**src/rtl/idu_issue_ctrl_if.sv**
```systemverilog
// Decode-stage issue controller bus: fetch handshake, IDU link, CU issue handshake,
// writeback, flush and status. The controller uses the master view.
interface idu_issue_ctrl_if;
    logic        fetch_valid;
    logic [31:0] fetch_instr;
    logic        fetch_ready;
    logic [31:0] idu_instr;
    logic        idu_start;
    logic [5:0]  idu_op;
    logic [4:0]  idu_rd;
    logic [4:0]  idu_rs1;
    logic [4:0]  idu_rs2;
    logic        idu_use_rs1;
    logic        idu_use_rs2;
    logic        idu_writes_rd;
    logic        idu_invalid;
    logic        cu_valid;
    logic        cu_ready;
    logic [5:0]  cu_op;
    logic [4:0]  cu_rd;
    logic [4:0]  cu_rs1;
    logic [4:0]  cu_rs2;
    logic        wb_valid;
    logic [4:0]  wb_rd;
    logic        flush;
    logic        stall;
    logic        illegal_instr;
    logic [31:0] busy_map;

    modport master (
        input  fetch_valid, fetch_instr, idu_op, idu_rd, idu_rs1, idu_rs2,
               idu_use_rs1, idu_use_rs2, idu_writes_rd, idu_invalid,
               cu_ready, wb_valid, wb_rd, flush,
        output fetch_ready, idu_instr, idu_start, cu_valid, cu_op, cu_rd, cu_rs1,
               cu_rs2, stall, illegal_instr, busy_map
    );

    modport slave (
        output fetch_valid, fetch_instr, idu_op, idu_rd, idu_rs1, idu_rs2,
               idu_use_rs1, idu_use_rs2, idu_writes_rd, idu_invalid,
               cu_ready, wb_valid, wb_rd, flush,
        input  fetch_ready, idu_instr, idu_start, cu_valid, cu_op, cu_rd, cu_rs1,
               cu_rs2, stall, illegal_instr, busy_map
    );
endinterface

```
**src/rtl/idu_issue_ctrl.sv**
```systemverilog
// Decode-stage sequencer: fetch accept, IDU decode wait, RAW/WAW scoreboard check,
// and valid/ready issue to the CU. One instruction in flight at a time.
module idu_issue_ctrl #(
    parameter int DECODE_LAT      = 1,
    parameter int MAX_OUTSTANDING = 4
) (
    input  logic              soc_clk,
    input  logic              reset,
    idu_issue_ctrl_if.master  bus
);
    localparam int CNT_W = (DECODE_LAT > 1) ? $clog2(DECODE_LAT) : 1;
    localparam int OUT_W = $clog2(MAX_OUTSTANDING + 1);

    typedef enum logic [2:0] {IDLE, DECODE, CHECK, ISSUE, TRAP} state_t;

    state_t             state_reg, state_next;
    logic [CNT_W-1:0]   cnt_reg, cnt_next;
    logic [31:0]        instr_reg;
    logic [5:0]         op_reg;
    logic [4:0]         rd_reg, rs1_reg, rs2_reg;
    logic               use_rs1_reg, use_rs2_reg, writes_rd_reg;
    logic [31:0]        busy_reg, busy_next;
    logic [OUT_W-1:0]   outstanding_reg, outstanding_next;

    logic accept, capture, rd_writer, at_limit, hazard, issue_fire, sb_set, sb_clr;

    assign accept     = (state_reg == IDLE) && bus.fetch_valid && !bus.flush;
    assign capture    = (state_reg == DECODE) && (cnt_reg == '0);
    // x0 is never tracked, so an x0 writer neither waits on nor consumes a slot
    assign rd_writer  = writes_rd_reg && (rd_reg != 5'd0);
    assign at_limit   = (outstanding_reg == OUT_W'(MAX_OUTSTANDING));
    assign hazard     = (use_rs1_reg && busy_reg[rs1_reg])
                      | (use_rs2_reg && busy_reg[rs2_reg])
                      | (rd_writer && (busy_reg[rd_reg] || at_limit));
    assign issue_fire = (state_reg == ISSUE) && bus.cu_ready && !bus.flush;
    assign sb_set     = issue_fire && rd_writer;
    assign sb_clr     = bus.wb_valid && (bus.wb_rd != 5'd0) && busy_reg[bus.wb_rd];

    // Set takes priority over a same-cycle clear of the same register
    for (genvar gi = 0; gi < 32; gi++) begin : g_sb
        assign busy_next[gi] = (sb_set && (rd_reg == 5'(gi)))    ? 1'b1 :
                               (sb_clr && (bus.wb_rd == 5'(gi))) ? 1'b0 :
                                                                   busy_reg[gi];
    end

    always_comb begin
        outstanding_next = outstanding_reg;
        case ({sb_set, sb_clr})
            2'b10:   outstanding_next = outstanding_reg + OUT_W'(1);
            2'b01:   outstanding_next = outstanding_reg - OUT_W'(1);
            default: outstanding_next = outstanding_reg;
        endcase
    end

    always_comb begin
        state_next        = state_reg;
        cnt_next          = cnt_reg;
        bus.fetch_ready   = 1'b0;
        bus.idu_start     = 1'b0;
        bus.cu_valid      = 1'b0;
        bus.stall         = 1'b0;
        bus.illegal_instr = 1'b0;
        case (state_reg)
            IDLE: begin
                bus.fetch_ready = !bus.flush;
                if (accept) begin
                    cnt_next   = CNT_W'(DECODE_LAT - 1);
                    state_next = DECODE;
                end
            end
            DECODE: begin
                bus.idu_start = (cnt_reg == CNT_W'(DECODE_LAT - 1));
                if (cnt_reg == '0) state_next = bus.idu_invalid ? TRAP : CHECK;
                else               cnt_next   = cnt_reg - CNT_W'(1);
            end
            CHECK: begin
                bus.stall = hazard;
                if (!hazard) state_next = ISSUE;
            end
            ISSUE: begin
                bus.cu_valid = 1'b1;
                if (bus.cu_ready) state_next = IDLE;
            end
            TRAP: begin
                bus.illegal_instr = 1'b1;
                state_next        = IDLE;
            end
            default: state_next = IDLE;
        endcase
        if (bus.flush) state_next = IDLE;
    end

    always_ff @(posedge soc_clk or posedge reset) begin
        if (reset) begin
            state_reg       <= IDLE;
            cnt_reg         <= '0;
            instr_reg       <= '0;
            op_reg          <= '0;
            rd_reg          <= '0;
            rs1_reg         <= '0;
            rs2_reg         <= '0;
            use_rs1_reg     <= 1'b0;
            use_rs2_reg     <= 1'b0;
            writes_rd_reg   <= 1'b0;
            busy_reg        <= '0;
            outstanding_reg <= '0;
        end else begin
            state_reg       <= state_next;
            cnt_reg         <= cnt_next;
            busy_reg        <= busy_next;
            outstanding_reg <= outstanding_next;
            if (accept) instr_reg <= bus.fetch_instr;
            if (capture) begin
                op_reg        <= bus.idu_op;
                rd_reg        <= bus.idu_rd;
                rs1_reg       <= bus.idu_rs1;
                rs2_reg       <= bus.idu_rs2;
                use_rs1_reg   <= bus.idu_use_rs1;
                use_rs2_reg   <= bus.idu_use_rs2;
                writes_rd_reg <= bus.idu_writes_rd;
            end
        end
    end

    assign bus.idu_instr = instr_reg;
    assign bus.cu_op     = op_reg;
    assign bus.cu_rd     = rd_reg;
    assign bus.cu_rs1    = rs1_reg;
    assign bus.cu_rs2    = rs2_reg;
    assign bus.busy_map  = busy_reg;
endmodule

```
**src/flat_wrapper.sv**
```systemverilog
// flat-port wrapper written by rule: the top's interface ports become plain ports
module idu_issue_ctrl_flat 
#(
    parameter int DECODE_LAT      = 1,
    parameter int MAX_OUTSTANDING = 4
)
  (soc_clk, reset, bus_fetch_valid, bus_fetch_instr, bus_idu_op, bus_idu_rd, bus_idu_rs1, bus_idu_rs2, bus_idu_use_rs1, bus_idu_use_rs2, bus_idu_writes_rd, bus_idu_invalid, bus_cu_ready, bus_wb_valid, bus_wb_rd, bus_flush, bus_fetch_ready, bus_idu_instr, bus_idu_start, bus_cu_valid, bus_cu_op, bus_cu_rd, bus_cu_rs1, bus_cu_rs2, bus_stall, bus_illegal_instr, bus_busy_map);
  idu_issue_ctrl_if bus_i ();
  input  logic soc_clk;
  input  logic reset;
  input wire logic [$bits(bus_i.fetch_valid)-1:0] bus_fetch_valid;
  input wire logic [$bits(bus_i.fetch_instr)-1:0] bus_fetch_instr;
  input wire logic [$bits(bus_i.idu_op)-1:0] bus_idu_op;
  input wire logic [$bits(bus_i.idu_rd)-1:0] bus_idu_rd;
  input wire logic [$bits(bus_i.idu_rs1)-1:0] bus_idu_rs1;
  input wire logic [$bits(bus_i.idu_rs2)-1:0] bus_idu_rs2;
  input wire logic [$bits(bus_i.idu_use_rs1)-1:0] bus_idu_use_rs1;
  input wire logic [$bits(bus_i.idu_use_rs2)-1:0] bus_idu_use_rs2;
  input wire logic [$bits(bus_i.idu_writes_rd)-1:0] bus_idu_writes_rd;
  input wire logic [$bits(bus_i.idu_invalid)-1:0] bus_idu_invalid;
  input wire logic [$bits(bus_i.cu_ready)-1:0] bus_cu_ready;
  input wire logic [$bits(bus_i.wb_valid)-1:0] bus_wb_valid;
  input wire logic [$bits(bus_i.wb_rd)-1:0] bus_wb_rd;
  input wire logic [$bits(bus_i.flush)-1:0] bus_flush;
  output wire logic [$bits(bus_i.fetch_ready)-1:0] bus_fetch_ready;
  output wire logic [$bits(bus_i.idu_instr)-1:0] bus_idu_instr;
  output wire logic [$bits(bus_i.idu_start)-1:0] bus_idu_start;
  output wire logic [$bits(bus_i.cu_valid)-1:0] bus_cu_valid;
  output wire logic [$bits(bus_i.cu_op)-1:0] bus_cu_op;
  output wire logic [$bits(bus_i.cu_rd)-1:0] bus_cu_rd;
  output wire logic [$bits(bus_i.cu_rs1)-1:0] bus_cu_rs1;
  output wire logic [$bits(bus_i.cu_rs2)-1:0] bus_cu_rs2;
  output wire logic [$bits(bus_i.stall)-1:0] bus_stall;
  output wire logic [$bits(bus_i.illegal_instr)-1:0] bus_illegal_instr;
  output wire logic [$bits(bus_i.busy_map)-1:0] bus_busy_map;
  assign bus_i.fetch_valid = bus_fetch_valid;
  assign bus_i.fetch_instr = bus_fetch_instr;
  assign bus_i.idu_op = bus_idu_op;
  assign bus_i.idu_rd = bus_idu_rd;
  assign bus_i.idu_rs1 = bus_idu_rs1;
  assign bus_i.idu_rs2 = bus_idu_rs2;
  assign bus_i.idu_use_rs1 = bus_idu_use_rs1;
  assign bus_i.idu_use_rs2 = bus_idu_use_rs2;
  assign bus_i.idu_writes_rd = bus_idu_writes_rd;
  assign bus_i.idu_invalid = bus_idu_invalid;
  assign bus_i.cu_ready = bus_cu_ready;
  assign bus_i.wb_valid = bus_wb_valid;
  assign bus_i.wb_rd = bus_wb_rd;
  assign bus_i.flush = bus_flush;
  assign bus_fetch_ready = bus_i.fetch_ready;
  assign bus_idu_instr = bus_i.idu_instr;
  assign bus_idu_start = bus_i.idu_start;
  assign bus_cu_valid = bus_i.cu_valid;
  assign bus_cu_op = bus_i.cu_op;
  assign bus_cu_rd = bus_i.cu_rd;
  assign bus_cu_rs1 = bus_i.cu_rs1;
  assign bus_cu_rs2 = bus_i.cu_rs2;
  assign bus_stall = bus_i.stall;
  assign bus_illegal_instr = bus_i.illegal_instr;
  assign bus_busy_map = bus_i.busy_map;
  idu_issue_ctrl #(.DECODE_LAT(DECODE_LAT), .MAX_OUTSTANDING(MAX_OUTSTANDING)) u_core (.soc_clk(soc_clk), .reset(reset), .bus(bus_i));
endmodule
```
**config.mk**
```make
export PLATFORM = sky130hd
export DESIGN_NAME = idu_issue_ctrl_flat
export DESIGN_NICKNAME = d
export VERILOG_FILES = /design/src/rtl/idu_issue_ctrl_if.sv /design/src/rtl/idu_issue_ctrl.sv /design/src/flat_wrapper.sv
export SDC_FILE = /design/constraint.sdc
export NUM_CORES = 1
export LEC_CHECK = 0
export CAP_MARGIN = 20
export CORE_ASPECT_RATIO = 1.25
export CORE_MARGIN = 4
export CORE_UTILIZATION = 43
export DETAILED_ROUTE_END_ITERATION = 12
export GPL_TIMING_DRIVEN = 1
export PLACE_DENSITY = 0.78
export SYNTH_ARGS = -nofsm -noshare
export SYNTH_HDL_FRONTEND = slang
export SYNTH_SLANG_ARGS = --single-unit
```
**constraint.sdc**
```tcl
create_clock -name soc_clk -period 3.1 [get_ports soc_clk]
set_input_delay 0.465 -clock soc_clk [delete_from_list [all_inputs] [get_ports soc_clk]]
set_output_delay 0.465 -clock soc_clk [all_outputs]
set_load 0.02 [all_outputs]
```
Yosys cells after proc, flatten, opt, wreduce, memory -nomap -nowiden
Index checks and enable logic that the tools add are counted.
Widths: inputs -> output; s select.
{"block": "op_classes", "addsub": 3, "order_cmp": 4, "eq_ne": 74, "mux": 88, "bitwise": 3, "reduce_logical": 119}
{"operator": "$eq 5x5->1 const B", "count": 32}
{"operator": "$eq 5x4->1 const B", "count": 16}
{"operator": "$logic_and 1x1->1", "count": 76}
{"operator": "$mux 1", "count": 75}
{"operator": "$reduce_bool 2->1", "count": 34}
{"operator": "$eq 5x3->1 const B", "count": 8}
{"operator": "$lt 5x6->1 const B", "count": 4}
{"operator": "$bmux 1 s5", "count": 4}
{"operator": "$eq 5x2->1 const B", "count": 4}
{"operator": "$mux 3", "count": 6}
{"operator": "$pmux 3 s4", "count": 1}
{"operator": "$eq 5x1->1 const B", "count": 2}
{"operator": "$logic_not 5->1", "count": 2}
{"operator": "$reduce_bool 5->1", "count": 2}
{"operator": "$ne 3x3->1 const B", "count": 3}
{"operator": "$eq 3x2->1 const B", "count": 2}
{"operator": "$eq 3x3->1 const B", "count": 2}
{"operator": "$pmux 3 s2", "count": 1}
{"operator": "$reduce_and 4->1", "count": 1}
{"operator": "$add 3x1->3 const B", "count": 1}
{"operator": "$eq 3x1->1 const B", "count": 1}
{"operator": "$logic_not 3->1", "count": 1}
{"operator": "$ne 3x2->1 const B", "count": 1}
{"operator": "$sub 3x1->3 const B", "count": 1}
{"operator": "other kinds (10)", "count": 11}
{"block": "totals", "reg_bits": 95, "input_bits": 68, "out_inout_bits": 90, "word_cells": 334}

Longest topological paths before layout
Gate-level depths: netlist of the first run.
{"block": "depth", "ltp_word": 8, "mapped_depth": 13, "depth_no_buf": 11}

Least setup slack after synthesis of the first run
Ideal clock, no wire load.
{"block": "synth_timing", "kind": "in2reg", "start": "in bus_wb_rd[0]", "end": "reg u_core.outstanding_reg[2]", "setup_time_ns": 0.079, "arrival_ns": 2.675, "required_ns": 3.021, "path_slack_ns": 0.346, "path_stages": 12, "n_path_buf": 2, "path_cell_list": "buf_2 -> buf_2 -> mux4_2 -> mux2i_1 -> a211o_1 -> a21boi_1 -> ha_1 -> inv_1 -> fa_1 -> xor2_1 -> nor2_1 -> xor2_1"}
{"block": "synth_between", "elab_chain_cells": 5, "word_cells_on_any_way": 9, "classes_between": "eq/ne: 2; mux: 3; reduce/logical: 4"}
{"item": "from (decl)", "line": "flat_wrapper.sv:23", "source": "input wire logic [$bits(bus_i.wb_rd)-1:0] bus_wb_rd;"}
{"item": "$bmux 1 s5 or $reduce_bool 5->1 (tied branches)", "line": "idu_issue_ctrl.sv:37", "source": "assign sb_clr = bus.wb_valid && (bus.wb_rd != 5'd0) && busy_reg[bus.wb_rd];"}
{"item": "$mux 1 (not written as such) or $logic_and 1x1->1 (tied branches)", "line": "idu_issue_ctrl.sv:37"}
{"item": "$logic_and 1x1->1 *", "line": "idu_issue_ctrl.sv:37"}
{"item": "$eq 2x1->1 or $eq 2x2->1 (tied branches)", "line": "idu_issue_ctrl.sv:48", "source": "case ({sb_set, sb_clr})"}
{"item": "$pmux 3 s2 or $reduce_bool 2->1 (tied branches)"}
{"item": "to (signal assigned)", "line": "idu_issue_ctrl.sv:111", "source": "outstanding_reg <= outstanding_next;"}
{"item": "to (decl)", "line": "idu_issue_ctrl.sv:23", "source": "logic [OUT_W-1:0] outstanding_reg, outstanding_next;"}
Mark *: on every way between the ends. The rest lies on a longest branch, timed or not. The select of a mux whose other input is x is not followed.
A chain may end at the register's enable or synchronous reset.

Final worst setup path of the first run
{"block": "layout_timing", "start": "reg u_core.rd_reg[1], in the netlist u_core.bus.cu_rd[1]", "end": "out bus_stall"}
{"block": "layout_between", "elab_chain_cells": 6, "word_cells_on_any_way": 8, "classes_between": "mux: 3; bitwise: 1; reduce/logical: 4"}
{"item": "from (decl)", "line": "idu_issue_ctrl.sv:20", "source": "logic [4:0] rd_reg, rs1_reg, rs2_reg;"}
{"item": "from (signal assigned)", "line": "idu_issue_ctrl.sv:115", "source": "rd_reg <= bus.idu_rd;"}
{"item": "$bmux 1 s5", "line": "idu_issue_ctrl.sv:34", "source": "| (rd_writer && (busy_reg[rd_reg] || at_limit));"}
{"item": "$mux 1 (not written as such)", "line": "idu_issue_ctrl.sv:34"}
{"item": "$logic_or 1x1->1", "line": "idu_issue_ctrl.sv:34"}
{"item": "$logic_and 1x1->1 *", "line": "idu_issue_ctrl.sv:34"}
{"item": "$or 1x1->1 *", "line": "idu_issue_ctrl.sv:34"}
{"item": "$mux 1 *", "line": "idu_issue_ctrl.sv:63", "source": "case (state_reg)"}
{"item": "to (decl)", "line": "flat_wrapper.sv:33", "source": "output wire logic [$bits(bus_i.stall)-1:0] bus_stall;"}
Marks and branches as above.

==> results of run 1 <==
## metrics by stage
stage          instances  hold WS (ns)
2_1_floorplan        422        0.4338
6_report             748        0.3482
3_3_place_gp         731        0.4523
3_5_place_dp         731        0.4595
4_1_cts              747        0.3515
5_1_grt              748        0.3628
## final cells by class
cell class	instances	area (um^2)
Clock inverter	6	93.84
Clock buffer	10	229.0
Multi-Input combinational cell	287	2541
Fill cell	940	4173
Tap cell	138	172.7
Sequential cell	94	2355
Inverter	11	42.54
Timing Repair Buffer	202	1954
## worst max path at each step
stage,start,endpoint,cells past startpoint
CTS,u_core.bus.cu_rs2[0],bus_stall,7
finish,u_core.bus.cu_rd[1],bus_stall,7
detailed placement,bus_wb_rd[0],u_core.outstanding_reg[2],12
global placement,bus_wb_rd[0],u_core.outstanding_reg[2],12
floorplan,reset,u_core.bus.busy_map[0],1
global route,bus_wb_rd[0],u_core.outstanding_reg[2],12
## kinds of logic after synthesis
group / synth area share, %
AOI/OAI and AO/OA: 9.350
and+or+nand+nor: 11.58
DFF: 46.50
buffers and inverters: 3.488
muxes: 27.92
adders and majority gates: 0.6431
xor gates and xnor gates: 0.5195
## cells in the mapped netlist, drive strengths merged (2+ instances only)
library cell   n
clkbuf        19
dfrtp         94
nor2b          5
o22ai          2
o2bb2ai        5
nor2          13
o221ai         2
inv           11
xor2           2
a22o           6
mux2i         11
o21ai         32
nand3b         3
a221oi         3
or2            3
and3           2
nand2         56
o31ai          3
mux4          28
and4b          2
nand3          4
and3b          4
nor3           6
buf           11
o211a          2
mux2          59
nor3b          4
nand2b         5
## layer usage
layer	part of all wire, %	global-route usage [%]
met2	50	39.78
met4	2.9	8.880
met1	37	28.69
met5	0	0
met3	9.9	7.474
## layout by cell type, fill, tap and decap left out, drive strengths merged, types with 11 or more instances in the layout
cell           Yosys  layout
mux2              59      59
o21ai             32      32
mux4              28      28
clkbuf            19      11
clkdlybuf4s50      0     156
nor2              13      13
nand2             56      56
dfrtp             94      94
mux2i             11      11
buf               11      45
inv               11      12
## what timing repair did
action                                  in CTS  in global routing
resized for setup                            4                  2
endpoints found under the setup margin       1                  1
setup buffers                                0                  1
## critical path, cell delays in order, from the launching register on
cell      delay, ns
dfrtp_1        0.58
buf_4          0.22
mux2i_1        0.22
nor3_1         0.07
a2111o_1       0.35
o211a_1        0.27
o211a_1        0.23
clkbuf_2       0.16
## power by group
part | internal, mW | switching, mW
Clock | 0.716 | 0.494
Combinational | 0.961 | 0.847
Sequential | 1.49 | 0.290
Total | 3.16 | 1.63
==> out/metrics.cfg, run 1 <==
[outcome]
status=finished, final reports clean

[logic_synthesis]
yosysTopAreaCellShare_pct=46.50
ys_ff_latch=94
synth.cell_area_mm2=0.005059
netlist.top_cell.by_area=dfrtp_1
async_flop_share_pct=100.0
synthDistinctLibCells=60
syn_inst=422
yosysWarnings=0
synth_edf_count=0
syn_nets=492
synth.avg_cell_area_um2=11.99
ys.flop_type=dfrtp_1
synth_area_leaders=dfrtp_1 47%, mux4_2 12%, mux2_1 6.7%
ys_seq_area_share_pct=46.50

[flow_run]
max_cap_violations=0

[sta]
fin_setup_tns_ns=0
finalHoldViolations=0
layout_min_cycle_time_ns=2.903
slew_violations=0
worstMarginPinSlew_ns=0.5732
period_share_pct=93.66
fmax_ghz=0.3444
finalSetupViolations=0
finClkSkew_ns=0.006998
slew-limit-headroom_pct=61.65
timing.final.ws_setup_ns=0.1966
rsz0062_at_grt=no

[setup_path]
rr_endpoint=u_core.outstanding_reg[2]
reg2reg_slack_ns=0.32
path_class=reg2out
reg2regPathDepth=10
rr_startpoint=u_core.bus.cu_rd[2]
crit_path_end_kind=output pin
crit_fanout=8
cp.arrival_ns=2.44
critPathLaunchType=register
critical_path_required_ns=2.63

[detailed_routing]
wirelength_mm=15.69
avgRoutedWirePerCell_um=20.97
vias=4345
dr.pass1.iters=5
drtIter0Drc=238
ant_nets=0
viasPerCell=5.809
drc=0

[pwr]
power.total_mw=4.795
power_density_mw_per_mm2=649.0
irDropWorstVdd_v=0.0003667
power.leakage_nw=3.068

[floorplan]
fp.dieW_um=105.0
fp.dieH_um=129.3
io_pins=158
initial_core_util_pct=43.76
die_area_mm2=0.01357
rows=44
coreArea_mm2=0.01156

[global_route]
grt_overflow=0
antenna_found_initial=0
grt.total_usage_pct=23.65
first_global_vias=4634
grt_pass1_wl_mm=25.15
grt_max_degree=49

[clock_tree]
cts-root-buf=clkbuf_16
path_clk_slew_ns=0.07
clk_path_buf_depth=2
cts_max_level=3
clk-insertion-delay-late_ns=0.35
cts_buffers=9
cts.sinks=94
cts_tree=yes
hold_buffers=0

[layout]
utilization_pct=63.91
syn_to_final_growth_pct=46.05
drive_gt1_share_pct=20.33
antenna_cells=0
fin_area_mm2=0.007388
layout.nets=675

[placement]
postPlaceCellArea_mm2=0.007054
pre_cts_ws_ns=-0.1464
hpwl_mm=12.12
numPortBuffers=157
gp_congestion=1.021

[worst_hold_path]
hp-class=in2async

Power figures use the tool's default switching activity.
==> run 2: changes to the inputs <==
--- a/config.mk
+++ b/config.mk
@@ -8,10 +8,11 @@
 export CAP_MARGIN = 20
 export CORE_ASPECT_RATIO = 1.25
 export CORE_MARGIN = 4
-export CORE_UTILIZATION = 43
+export CORE_UTILIZATION = 49
+export CTS_BUF_LIST = sky130_fd_sc_hd__clkbuf_4
 export DETAILED_ROUTE_END_ITERATION = 12
 export GPL_TIMING_DRIVEN = 1
-export PLACE_DENSITY = 0.78
+export PLACE_DENSITY = 0.84
 export SYNTH_ARGS = -nofsm -noshare
 export SYNTH_HDL_FRONTEND = slang
 export SYNTH_SLANG_ARGS = --single-unit
==> constraint.sdc (replaced) <==
create_clock -name soc_clk -period 2.9 [get_ports soc_clk]
set_input_delay 0.435 -clock soc_clk [delete_from_list [all_inputs] [get_ports soc_clk]]
set_output_delay 0.435 -clock soc_clk [all_outputs]
set_load 0.02 [all_outputs]
==> run 2 against run 1 <==
  * The flow now finishes with violations (negative setup slack)
  * Sequential power increased by 6%
  * Via count increased by 6.0%
  * Total power increased by 2.5%
  * Utilization increased by 9.6 points
  * Worst setup slack got worse by 0.23 ns
  * Cell area increased by 0.54%
  * Global-route usage increased by 4.8 points
  * Hold slack got worse by 0.029 ns
  * Clock power decreased by 29%
==> out/metrics.cfg, run 2 (same netlist as run 1, synthesis figures left out) <==
[global_route]
grt_use_met2_pct=47.27  ; +7.5 points
antenna_found_initial=1  ; +1
first_global_vias=4858  ; +4.8%
grt.total_usage_pct=28.45  ; +4.8 points
grtUsageMet1_pct=34.06  ; +5.4 points
top_usage_layer=met2
grt_max_degree=41  ; -16%
grtUsageMet3_pct=6.644  ; -0.83 points
grt_overflow=0  ; unchanged
grt_pass1_wl_mm=26.07  ; +3.7%

[layout]
final_cells=763  ; +2.0%
layout.nets=698  ; +3.4%
drive_gt1_share_pct=24.49  ; +4.2 points
syn_to_final_growth_pct=46.85
utilization_pct=73.51  ; +9.6 points
layout_common_cells=156 x clkdlybuf4s50_1, 89 x dfrtp_1, 64 x buf_4, 56 x nand2_1, 30 x mux2_1
final_common_cell=clkdlybuf4s50_1

[placement]
numPortBuffers=157  ; unchanged
hpwl_mm=12.98  ; +7.1%
placedCellCount=740  ; +1.2%
gp_congestion=0.9798  ; -4.0%

[floorplan]
fp.dieH_um=121.6  ; -5.9%
fp.dieW_um=98.88  ; -5.8%
initial_core_util_pct=50.06  ; +6.3 points
coreArea_mm2=0.01011  ; -13%
rows=41  ; -6.8%
die_area_mm2=0.01202  ; -11%
io_pins=158  ; unchanged

[detailed_routing]
viasPerCell=6.034  ; +3.9%
dr.pass1.iters=6  ; +1
wirelength_mm=16.96  ; +8.1%
drtIter0Drc=400  ; +68%
avgRoutedWirePerCell_um=22.22  ; +6.0%
vias=4604  ; +6.0%
drc=0  ; unchanged
ant_nets=0  ; unchanged

[setup_path]
reg2reg_slack_ns=0.23  ; -0.09 ns
cp.arrival_ns=2.50  ; +0.06 ns
crit_path_end_kind=output pin
crit_fanout=3  ; -5
rr_startpoint=u_core.bus.busy_map[23]
path_class=reg2out
rr_endpoint=u_core.outstanding_reg[2]
critPathLaunchType=register
critical_path_required_ns=2.47  ; -0.16 ns
reg2regPathDepth=11  ; +1

[pwr]
power.leakage_nw=3.095  ; +0.88%
power_density_mw_per_mm2=661.6  ; +1.9%
irDropWorstVdd_v=0.0003777  ; +3.0%
power.total_mw=4.914  ; +2.5%

[sta]
worstMarginPinSlew_ns=0.5967  ; +0.02350 ns
timing.hold.ws_ns=0.3195  ; -0.02876 ns
finalHoldViolations=0  ; unchanged
timing.final.ws_setup_ns=-0.03308  ; -0.2296 ns
slew-limit-headroom_pct=60.17  ; -1.5 points
rsz0062_at_grt=yes
fmax_ghz=0.3409
finalSetupViolations=1  ; +1
layout_min_cycle_time_ns=2.933
period_share_pct=101.1
finClkSkew_ns=0.01414  ; +0.007142 ns
slew_violations=0  ; unchanged

[clock_tree]
cts_max_level=3  ; unchanged
cts.sinks=94  ; unchanged
path_clk_slew_ns=0.16  ; +0.09 ns
cts-root-buf=clkbuf_4
cts_buffers=9  ; unchanged
clk-insertion-delay-late_ns=0.47  ; +0.12 ns
clk_path_buf_depth=2  ; unchanged
cts_tree=yes

[flow_run]
max_cap_violations=0  ; unchanged

[worst_hold_path]
hp-class=in2async

[outcome]
violations=negative setup slack
status=finished, violations left

## run 2: power breakdown
group	total, mW	internal, mW	switching [mW]
Sequential	1.89	1.59	0.305
Clock	0.861	0.362	0.500
Combinational	2.16	1.16	0.997
Total	4.91	3.11	1.80
## run 2: final cells by class
type                            instances  area (um^2)
Clock inverter                          7        103.9
Fill cell                             650         2678
Antenna cell                            1        2.502
Timing Repair Buffer                  225         2116
Multi-Input combinational cell        287         2576
Clock buffer                            9        67.56
Sequential cell                        94         2359
Inverter                               11        42.54
Tap cell                              129        161.4
## run 2: metrics by stage
| stage | instance area [um^2] | setup TNS [ns] | worst slack (ns) |
|---|---|---|---|
| 2_1_floorplan | 5059 | 0 | 0.01633 |
| 3_3_place_gp | 7153 | -0.5238 | -0.2846 |
| 3_5_place_dp | 7153 | -0.6208 | -0.3174 |
| 4_1_cts | 7372 | -0.04161 | -0.04161 |
| 5_1_grt | 7428 | -0.1203 | -0.1203 |
| 6_report | 7428 | -0.03308 | -0.03308 |
## run 2: critical path, stage by stage, from the launching register on
cell and delay, ns:
dfrtp_2 0.46, buf_6 0.13, mux4_2 0.49, mux2_4 0.30
o221ai_4 0.20, o2bb2ai_2 0.09, o211a_1 0.22, buf_6 0.13
## run 2: repair_timing
action	4_1_cts	5_1_grt
buffers inserted	3	3
setup endpoints to repair	1	1
gates resized for setup	17	5
hold endpoints to repair	0	0
hold buffers	0	0
pin swaps	5	7
## run 2: layer usage
| layer | vias to the layer above | routed length (um) |
|---|---|---|
| met5 | - | 0 |
| met2 | 319 | 8282 |
| met4 | 0 | 826 |
| met1 | 2240 | 5967 |
| li1 | 1979 | - |
| met3 | 66 | 1879 |
## run 2: how the worst max path moves through the flow
| stage | from | cells after the start | to | slack, ns |
|---|---|---|---|---|
| final | u_core.bus.cu_rs2[0] | 7 | bus_stall | -0.03 |
| after global routing | u_core.bus.cu_rs2[0] | 7 | bus_stall | -0.12 |
| after CTS | u_core.bus.cu_rs2[0] | 7 | bus_stall | -0.04 |
| after detailed placement | bus_wb_rd[0] | 12 | u_core.outstanding_reg[2] | -0.32 |
| after global placement | bus_wb_rd[0] | 12 | u_core.outstanding_reg[2] | -0.28 |
| after floorplan | reset | 1 | u_core.bus.busy_map[0] | 0.02 |
==> run 3: changes to the inputs <==
--- a/config.mk
+++ b/config.mk
@@ -12,7 +12,9 @@
 export CTS_BUF_LIST = sky130_fd_sc_hd__clkbuf_4
 export DETAILED_ROUTE_END_ITERATION = 12
 export GPL_TIMING_DRIVEN = 1
+export HOLD_SLACK_MARGIN = 0.06
 export PLACE_DENSITY = 0.84
+export REMOVE_ABC_BUFFERS = 1
 export SYNTH_ARGS = -nofsm -noshare
 export SYNTH_HDL_FRONTEND = slang
 export SYNTH_SLANG_ARGS = --single-unit
==> run 3 against run 2 <==
  * The flow now finishes without violations
  * Combinational power down 7%
  * Non-clock buffer count down 17
  * Maximum frequency up 2.2%
  * Register-to-register slack worse by 0.08 ns
  * Sequential share of layout area up 0.79 points
  * Sequential power about the same
  * Via count down 4.6%
  * Die area unchanged
  * Sequential cell count unchanged
  * Highest routed layer unchanged
==> out/metrics.cfg, run 3 (same netlist as run 1, synthesis figures left out) <==
[layout]
fillerInstances=725  ; +12%
drive_gt1_share_pct=22.44  ; -2.0 points
antenna_cells=0  ; -1
layout.nets=681  ; -2.4%
final_common_cell=clkdlybuf4s50_1
syn_to_final_growth_pct=43.28
layout_common_cells=156 x clkdlybuf4s50_1, 89 x dfrtp_1, 56 x nand2_1, 48 x buf_4, 30 x mux2_1

[setup_path]
rr_startpoint=u_core.bus.cu_rd[0]
crit_buf_inv=1  ; -1
rr_endpoint=u_core.outstanding_reg[2]
crit_path_end_kind=output pin
reg2reg_slack_ns=0.15  ; -0.08 ns
path_common_cell=o211a_1
path_class=reg2out
cp.arrival_ns=2.43  ; -0.07 ns
crit_slowest_cell=mux4_2
critical_path_required_ns=2.47  ; about the same
crit_chain=mux4_2, a2111o_1, o211a_1, o211a_1, buf_6
cp_top_family=compound AO/OA/AOI/OAI gates
critPathLaunchType=register
reg2regPathDepth=12  ; +1
cp_slowest_stage_delay_ns=0.52  ; +0.03 ns
crit_fanout=2  ; -1

[clock_tree]
cts_tree=yes
clk-insertion-delay-late_ns=0.46  ; about the same
path_clk_slew_ns=0.14  ; -0.02 ns
cts-root-buf=clkbuf_4
clk_path_buf_depth=2  ; unchanged
hold_buffers=0  ; unchanged
cts_buffers=9  ; unchanged
cts.sinks=94  ; unchanged
cts_max_level=3  ; unchanged

[sta]
finalSetupViolations=0  ; -1
slew_violations=0  ; unchanged
rsz0062_at_grt=yes
slew-limit-headroom_pct=54.11  ; -6.1 points
layout_min_cycle_time_ns=2.869  ; -0.06434 ns
fmax_ghz=0.3486  ; +2.2%
finClkSkew_ns=0.02035  ; +0.006207 ns
timing.hold.ws_ns=0.3724  ; +0.05294 ns
fin_setup_tns_ns=0  ; +0.03308 ns
finalHoldViolations=0  ; unchanged
worstMarginPinSlew_ns=0.6875  ; +0.09084 ns
period_share_pct=98.92  ; -2.2 points

[detailed_routing]
viasPerCell=5.901  ; -2.2%
dr.pass1.iters=5  ; -1
avgRoutedWirePerCell_um=21.07  ; -5.2%
wirelength_mm=15.68  ; -7.5%
drc=0  ; unchanged
vias=4390  ; -4.6%
ant_nets=0  ; unchanged
drtIter0Drc=264  ; -34%

[floorplan]
initial_core_util_pct=50.06  ; unchanged
die_area_mm2=0.01202  ; unchanged
fp.dieH_um=121.6  ; unchanged
fp.dieW_um=98.88  ; unchanged
coreArea_mm2=0.01011  ; unchanged
io_pins=158  ; unchanged
rows=41  ; unchanged

[global_route]
first_global_vias=4553  ; -6.3%
grt_pass1_wl_mm=24.61  ; -5.6%
grt_overflow=0  ; unchanged
antenna_found_initial=0  ; -1
grt_max_degree=60  ; +46%
grt.total_usage_pct=26.49  ; -2.0 points

[pwr]
power_density_mw_per_mm2=645.0  ; -2.5%
irDropWorstVdd_v=0.0003181  ; -16%
power.leakage_nw=3.006  ; -2.9%

[placement]
numPortBuffers=157  ; unchanged
gp_congestion=1.006  ; +2.7%
hpwl_mm=11.96  ; -7.8%

[worst_hold_path]
hp-class=in2async

[flow_run]
max_cap_violations=0  ; unchanged

[outcome]
status=finished, final reports clean

-- run 3: worst max path at each step --
stage | endpoint | cells after the start | slack, ns | startpoint
detailed placement | u_core.outstanding_reg[2] | 12 | -0.33 | bus_wb_rd[0]
CTS | bus_stall | 5 | 0.004 | u_core.bus.cu_rd[0]
global route | bus_stall | 5 | -0.06 | u_core.bus.cu_rd[0]
global placement | u_core.outstanding_reg[2] | 12 | -0.25 | bus_wb_rd[0]
floorplan | u_core.bus.cu_op[0] | 2 | -0.50 | u_core.state_reg[0]
finish | bus_stall | 5 | 0.03 | u_core.bus.cu_rd[0]
-- run 3: power breakdown --
group	internal, mW	switching [mW]	total [mW]
clock	0.345	0.433	0.778
combinational	1.07	0.944	2.01
sequential	1.59	0.297	1.89
total	3.00	1.67	4.67
-- run 3: timing repair --
item                       in CTS  in global routing
pin swaps                       3                  2
buffers inserted                2                  3
setup endpoints to repair       1                  2
gates resized for setup        12                  6
-- run 3: layout make-up --
type / instances / area (um^2) / area share [%]
well taps: 129 / 161.4 / 2.227
inverters: 11 / 42.54 / 0.5869
multi-input cells: 287 / 2547 / 35.15
clock inverters: 6 / 86.33 / 1.191
flip-flops and latches: 94 / 2359 / 32.54
repair buffers: 208 / 1984 / 27.38
clock buffers: 9 / 67.56 / 0.9322
-- run 3: per-stage QoR --
step	std cells	utilization [%]	cell area (um^2)	setup slack, ns	power, mW
after floorplan	392	-	4923	-0.4967	2.842
after global placement	724	69.59	7033	-0.2494	3.812
after detailed placement	724	69.59	7033	-0.3312	3.861
after CTS	741	71.38	7213	0.003640	4.678
after global routing	744	71.72	7248	-0.05931	4.917
final	744	71.72	7248	0.03127	4.675
-- run 3: worst reg2reg max path, stage by stage, from the launching register on --
cell	delay, ns
dfrtp_1	0.45
buf_6	0.16
buf_4	0.14
buf_4	0.15
or2_2	0.33
o2111a_2	0.32
inv_2	0.09
ha_1	0.17
inv_1	0.07
fa_2	0.39
xor2_1	0.15
nor2_1	0.14
xor2_1	0.15
-- run 3: per-layer routing --
metal	global-route usage [%]	vias to the layer above	wire [um]
li1	-	1937	-
met1	32.40	2106	5838
met2	45.04	296	7724
met3	5.269	51	1506
met4	12.55	0	606
met5	0	-	0
